[config.mk]
export PLATFORM = sky130hd
export DESIGN_NAME = decode
export DESIGN_NICKNAME = d
export VERILOG_FILES = /design/src/rtl/decode.sv
export SDC_FILE = /design/constraint.sdc
export NUM_CORES = 1
export LEC_CHECK = 0
export BUFFER_PORTS_ARGS = -buffer_cell sky130_fd_sc_hd__buf_4
export CAP_MARGIN = 20
export CORE_ASPECT_RATIO = 0.7
export CORE_MARGIN = 3
export CORE_UTILIZATION = 44
export CTS_BUF_LIST = sky130_fd_sc_hd__clkbuf_4 sky130_fd_sc_hd__clkbuf_8 sky130_fd_sc_hd__clkbuf_16
export DETAILED_ROUTE_END_ITERATION = 10
export PLACE_DENSITY = 0.8
export SYNTH_ARGS = -nofsm -noshare
export SYNTH_HDL_FRONTEND = slang
export SYNTH_SLANG_ARGS = --single-unit
[constraint.sdc]
create_clock -name clk -period 2.5 [get_ports clk]
set_clock_uncertainty 0.2 [all_clocks]
set_input_delay 0.375 -clock clk [delete_from_list [all_inputs] [get_ports clk]]
set_output_delay 0.375 -clock clk [all_outputs]
set_load 0.05 [all_outputs]
[src/rtl/decode.sv]
// decode: instruction decode stage between fetch and execute.
// Splits the instruction word into its fields, reads the register file,
// sign-extends the immediate, and presents a registered operand bundle
// with a valid/ready handshake toward execute. The block has two states,
// RUN and HALT. An hlt instruction parks it in HALT until a resume pulse.
// Illegal opecodes are dropped and raise a sticky flag.
// Optional build macro DECODE_NOP_DROP_EN: when defined, nop instructions
// are consumed here instead of being forwarded to execute.

module decode #(
    parameter int LEN_INSN    = 32,
    parameter int LEN_OPECODE = 7,
    parameter int LEN_IMMF    = 1,
    parameter int LEN_REG     = 32,
    parameter int LEN_REGNO   = 4,
    parameter int LEN_CC      = 4,
    parameter int LEN_IMM_EX  = 32
) (
    input  logic                   clk,
    input  logic                   rst_n,

    input  logic                   in_valid,
    output logic                   in_ready,
    input  logic [LEN_INSN-1:0]    insn,

    output logic [LEN_REGNO-1:0]   rf_addr_rd,
    output logic [LEN_REGNO-1:0]   rf_addr_rs,
    input  logic [LEN_REG-1:0]     rf_data_rd,
    input  logic [LEN_REG-1:0]     rf_data_rs,

    output logic                   out_valid,
    input  logic                   out_ready,
    output logic [LEN_OPECODE-1:0] opecode,
    output logic [LEN_IMMF-1:0]    immf,
    output logic [LEN_REG-1:0]     data_rd,
    output logic [LEN_REG-1:0]     data_rs,
    output logic [LEN_CC-1:0]      cc,
    output logic [LEN_IMM_EX-1:0]  imm_ex,
    output logic [LEN_REGNO-1:0]   rd_no,

    output logic                   halted,
    input  logic                   resume,
    output logic                   illegal
);

    // Field layout: opecode | immf | rd | rs | imm16. cc overlaps the top of imm16.
    localparam int LEN_IMM  = 16;
    localparam int POS_OP   = LEN_INSN - 1;
    localparam int POS_IMMF = POS_OP - LEN_OPECODE;
    localparam int POS_RD   = POS_IMMF - LEN_IMMF;
    localparam int POS_RS   = POS_RD - LEN_REGNO;
    localparam int POS_CC   = LEN_IMM - 1;

    localparam logic [LEN_OPECODE-1:0] OP_NOP = LEN_OPECODE'(7'b111_1110);
    localparam logic [LEN_OPECODE-1:0] OP_HLT = LEN_OPECODE'(7'b111_1111);

`ifdef DECODE_NOP_DROP_EN
    localparam bit NOP_FORWARD = 1'b0;
`else
    localparam bit NOP_FORWARD = 1'b1;
`endif

    typedef enum logic [0:0] {
        ST_RUN  = 1'b0,
        ST_HALT = 1'b1
    } state_t;

    state_t                   state_q,     state_d;
    logic                     out_valid_q, out_valid_d;
    logic                     illegal_q,   illegal_d;
    logic [LEN_OPECODE-1:0]   opecode_q,   opecode_d;
    logic [LEN_IMMF-1:0]      immf_q,      immf_d;
    logic [LEN_REG-1:0]       data_rd_q,   data_rd_d;
    logic [LEN_REG-1:0]       data_rs_q,   data_rs_d;
    logic [LEN_CC-1:0]        cc_q,        cc_d;
    logic [LEN_IMM_EX-1:0]    imm_ex_q,    imm_ex_d;
    logic [LEN_REGNO-1:0]     rd_no_q,     rd_no_d;

    logic [LEN_OPECODE-1:0]   f_op;
    logic [LEN_IMMF-1:0]      f_immf;
    logic [LEN_REGNO-1:0]     f_rd;
    logic [LEN_REGNO-1:0]     f_rs;
    logic [LEN_CC-1:0]        f_cc;
    logic [LEN_IMM-1:0]       f_imm;

    logic                     op_is_hlt;
    logic                     op_is_nop;
    logic                     op_is_legal;
    logic                     accept;
    logic                     load;

    assign f_op   = insn[POS_OP -: LEN_OPECODE];
    assign f_immf = insn[POS_IMMF -: LEN_IMMF];
    assign f_rd   = insn[POS_RD -: LEN_REGNO];
    assign f_rs   = insn[POS_RS -: LEN_REGNO];
    assign f_cc   = insn[POS_CC -: LEN_CC];
    assign f_imm  = insn[LEN_IMM-1:0];

    // Register file addresses come straight from the word, valid or not.
    assign rf_addr_rd = f_rd;
    assign rf_addr_rs = f_rs;

    // Only RUN accepts, and only when the output slot is free or draining now.
    assign in_ready = (state_q == ST_RUN) && (!out_valid_q || out_ready);
    assign accept   = in_valid && in_ready;

    assign op_is_hlt   = (f_op == OP_HLT);
    assign op_is_nop   = (f_op == OP_NOP);
    assign op_is_legal = (f_op[LEN_OPECODE-1 -: 3] == 3'b000) ||
                         (f_op[LEN_OPECODE-1 -: 3] == 3'b001) ||
                         op_is_nop || op_is_hlt;

    // Only legal non-hlt words reach execute. nop is forwarded unless the drop build is used.
    assign load = accept && op_is_legal && !op_is_hlt && (!op_is_nop || NOP_FORWARD);

    // Next-state: RUN/HALT sequencing, output handshake, bundle capture, sticky illegal.
    always_comb begin
        state_d     = state_q;
        out_valid_d = out_valid_q && !out_ready;
        illegal_d   = illegal_q;
        opecode_d   = opecode_q;
        immf_d      = immf_q;
        data_rd_d   = data_rd_q;
        data_rs_d   = data_rs_q;
        cc_d        = cc_q;
        imm_ex_d    = imm_ex_q;
        rd_no_d     = rd_no_q;

        case (state_q)
            ST_RUN: begin
                if (accept && op_is_hlt) begin
                    state_d = ST_HALT;
                end
            end
            ST_HALT: begin
                if (resume) begin
                    state_d = ST_RUN;
                end
            end
            default: state_d = ST_RUN;
        endcase

        if (accept && !op_is_legal) begin
            illegal_d = 1'b1;
        end

        if (load) begin
            out_valid_d = 1'b1;
            opecode_d   = f_op;
            immf_d      = f_immf;
            data_rd_d   = rf_data_rd;
            data_rs_d   = rf_data_rs;
            cc_d        = f_cc;
            imm_ex_d    = {{(LEN_IMM_EX-LEN_IMM){f_imm[LEN_IMM-1]}}, f_imm};
            rd_no_d     = f_rd;
        end
    end

    // State and bundle registers, cleared asynchronously by rst_n.
    always_ff @(posedge clk or negedge rst_n) begin
        if (!rst_n) begin
            state_q     <= ST_RUN;
            out_valid_q <= 1'b0;
            illegal_q   <= 1'b0;
            opecode_q   <= '0;
            immf_q      <= '0;
            data_rd_q   <= '0;
            data_rs_q   <= '0;
            cc_q        <= '0;
            imm_ex_q    <= '0;
            rd_no_q     <= '0;
        end else begin
            state_q     <= state_d;
            out_valid_q <= out_valid_d;
            illegal_q   <= illegal_d;
            opecode_q   <= opecode_d;
            immf_q      <= immf_d;
            data_rd_q   <= data_rd_d;
            data_rs_q   <= data_rs_d;
            cc_q        <= cc_d;
            imm_ex_q    <= imm_ex_d;
            rd_no_q     <= rd_no_d;
        end
    end

    assign out_valid = out_valid_q;
    assign illegal   = illegal_q;
    assign halted    = (state_q == ST_HALT);
    assign opecode   = opecode_q;
    assign immf      = immf_q;
    assign data_rd   = data_rd_q;
    assign data_rs   = data_rs_q;
    assign cc        = cc_q;
    assign imm_ex    = imm_ex_q;
    assign rd_no     = rd_no_q;

endmodule

==> metrics.csv <==
metric;value;unit
status;finished, final reports clean;
pins over their slew limit;0;
crit path from;halted;
Hold Crit Depth;2;
part of the power in combinational logic;44.7;%
post-route cell area;5713;µm²
RR Startpoint;halted;
RSZ-0062 raised after global routing;no;
Yosys warning total;0;
CP required;2.51;ns
die height;84.76;µm
Setup Fix Bufs, Post-CTS;0;
Unique masters post-synth;22;
pin count of the biggest net entering global routing;56;
worst skew pair latency;0.33;ns
CTS tree;yes;
PostCTS Resize Cnt;0;
DP Cell Count;548;
Yosys top cell by area;dfrtp_1;
DRC;0;
share of the synthesized area in the top cell type;60.98;%
dpl ws;0.3521;ns
Clock Tree Buf Depth;2;
#FFs+latches synth;95;
Top FF cell, synth;dfrtp_1;
Synthesized Nets;346;
Reg-to-Reg End;data_rd[31];
total global-route track usage;17.82;%
H-tree depth;3;
fmax;496.9;MHz
root buffer cell;clkbuf_16;
initial antenna violation count;0;
power per cell area;1081;nW/µm²
Synth area leaders;dfrtp_1 (61%), mux2_2 (23%), buf_4 (5.4%), mux2_4 (3.5%), clkbuf_8 (3.2%);
via/cell ratio;4.639;
Syn Std Cell Area;3899;µm²
CTS sink cnt;95;
final setup margin;0.4876;ns
hold endpoint;halted;
Multi-input gate area;1180;µm²
nets@finish;541;
R2R depth;5;
Max IR drop VDD;562.1;µV
Setup Viol. Count Final;0;
Crit. End Element;flop;
remaining antenna violation count;0;
Worst setup SP type;flop;
via count of the first global-routing pass;2772;
final setup TNS;0;ns
Arrival @ worst endpoint;2.03;ns
Worst Tran Pin Value;0.5361;ns
Internal Power;3.551;mW
Fill cells;682;
non-filler cells, final;565;
r2r setup slk;0.49;ns
critical path fanouts, max;51;
Initial DRT Pass Iterations;3;
io pins;225;
Fin. Hold Viols;0;
die area;10040;µm²
Worst Hold Class;primary input to flop;
RePlAce Congestion;0.7608;
total wire length;9249;µm
asr flop ratio synth;100.0;%
post-DP HPWL;7177;µm
CTS Buf Count;9;
critical path, cell by cell;nor2b_1 > nand2_1 > a21oi_4 > buf_12 > mux2_2;
Final Total Pwr;6.173;mW
Rel. slew slack;64.26;%
Hold Crit Start;resume;
max cap viols;0;
switching share of power;42.47;%
register area share after synthesis;60.98;%
area grow syn2layout;46.53;%
initial core utilization;45.61;%
net switching power;2.622;mW
Clock Pin Slew Worst Setup and Hold Paths;0.06;ns
total global routing overflow;0;
number of port buffers;216;
ANT cells;0;
sequential cell area;2377;µm²
Via Count;2621;
CP peak stage delay;0.43;ns
Post-Syn Instances;245;
Row Count;28;
die width;118.5;µm
number of synthesized flops with an enable pin;0;
min Tclk post-route;2.012;ns
Avg WL per Cell;16.37;µm
leak pwr;2.768;nW
Placeable Area;8548;µm²
first-pass GRT wire length;14010;µm
Synth Area per Inst;15.91;µm²
clock share of power;21.7;%
Critical Path Slowest Stage Cell;dfrtp_1;
sequential power share;33.6;%
layout cell share with drive strength beyond 1;74.16;%
drt first-iter violations;101;
placed instance area;5404;µm²
Period Utilization, post-route;80.50;%
critical path class;flop to flop;
[how the worst max path moves through the flow]
stage,end,cells after the start,slack (ns)
CTS,data_rs[30],5,0.49
floorplan,cc[3],5,0.46
global placement,cc[0],6,0.40
detailed placement,imm_ex[8],6,0.35
finish,data_rd[31],5,0.49
global route,data_rd[31],5,0.40
[cell usage after synthesis, drive strengths merged, types with 2 or more instances]
| master | number |
|---|---|
| a21oi | 2 |
| buf | 28 |
| clkbuf | 9 |
| dfrtp | 95 |
| inv | 2 |
| mux2 | 89 |
| nand2 | 2 |
| nor2 | 3 |
| nor2b | 2 |
| o21a | 2 |
| or2 | 2 |
[placed cells by master (no fill, tap or decap), types with 2 or more instances in the layout]
cell type,n
inv_1,2
dfrtp_1,95
or2_2,2
clkinv_2,2
clkinv_4,3
nand2_1,2
nor2b_1,2
clkbuf_16,9
buf_4,217
buf_12,3
o21a_1,2
nor2_1,3
mux2_2,80
mux2_4,9
[worst max-delay path, delay by kind of cell, from the launching register on]
| family | cells | cell delay (ns) |
|---|---|---|
| flops | 1 | 0.43 |
| mux | 1 | 0.38 |
| simple gates | 2 | 0.32 |
| buf+inv | 1 | 0.29 |
| compound gates | 1 | 0.24 |
[repair_timing]
action,4_1_cts,5_1_grt
hold buffers,1,0
hold endpoints to repair,40,0
setup endpoints to repair,0,0
[final cells by class]
class,count,area share [%]
sequential,95,41.61
inverter,2,0.1314
timing repair buffer,221,29.74
multi-input combinational,111,20.65
clock buffer,9,3.942
tap,120,2.628
clock inverter,7,1.292
[state kept, by name, indices dropped and copies added (netlist names)]
signal	flops
opecode	7
data_rs	32
out_valid	1
data_rd	32
rd_no	4
illegal	1
cc	4
halted	1
imm_ex	12
immf	1
[logic make-up (layout without fill, tap and decap cells)]
kind of cell    count (synthesis)  after routing  share of synthesized area, %
compound gates                  7              7                         1.573
buf+inv                        39            239                         8.761
flops                          95             95                         60.98
mux                            89             89                         26.57
simple gates                   15             15                         2.118
[per-layer routing]
layer  track usage, %  wire (µm)  up-vias
met5                0          0        -
met4            5.258         85        0
met3            7.138        786        6
met2            31.93       4972      119
met1            19.71       3405     1277
li1                 -          -     1219
[power by group through the flow]
stage               clock network, mW  registers (mW)  logic (mW)
detailed placement                  0            2.10        2.78
global placement                    0            2.08        2.75
finish                           1.34            2.07        2.76
CTS                              1.39            2.08        2.78
floorplan                           0            3.26       0.787
global route                     1.44            2.12        2.85
[metrics by stage]
step / utilization, % / hold WS, ns
global placement: 63.22 / 0.1860
detailed placement: 63.22 / 0.1916
floorplan: - / -0.1206
CTS: 66.83 / 0.01640
finish: 66.83 / 0.03685
global route: 66.83 / 0.02219
Note: power is estimated with default switching activity, not from simulation.
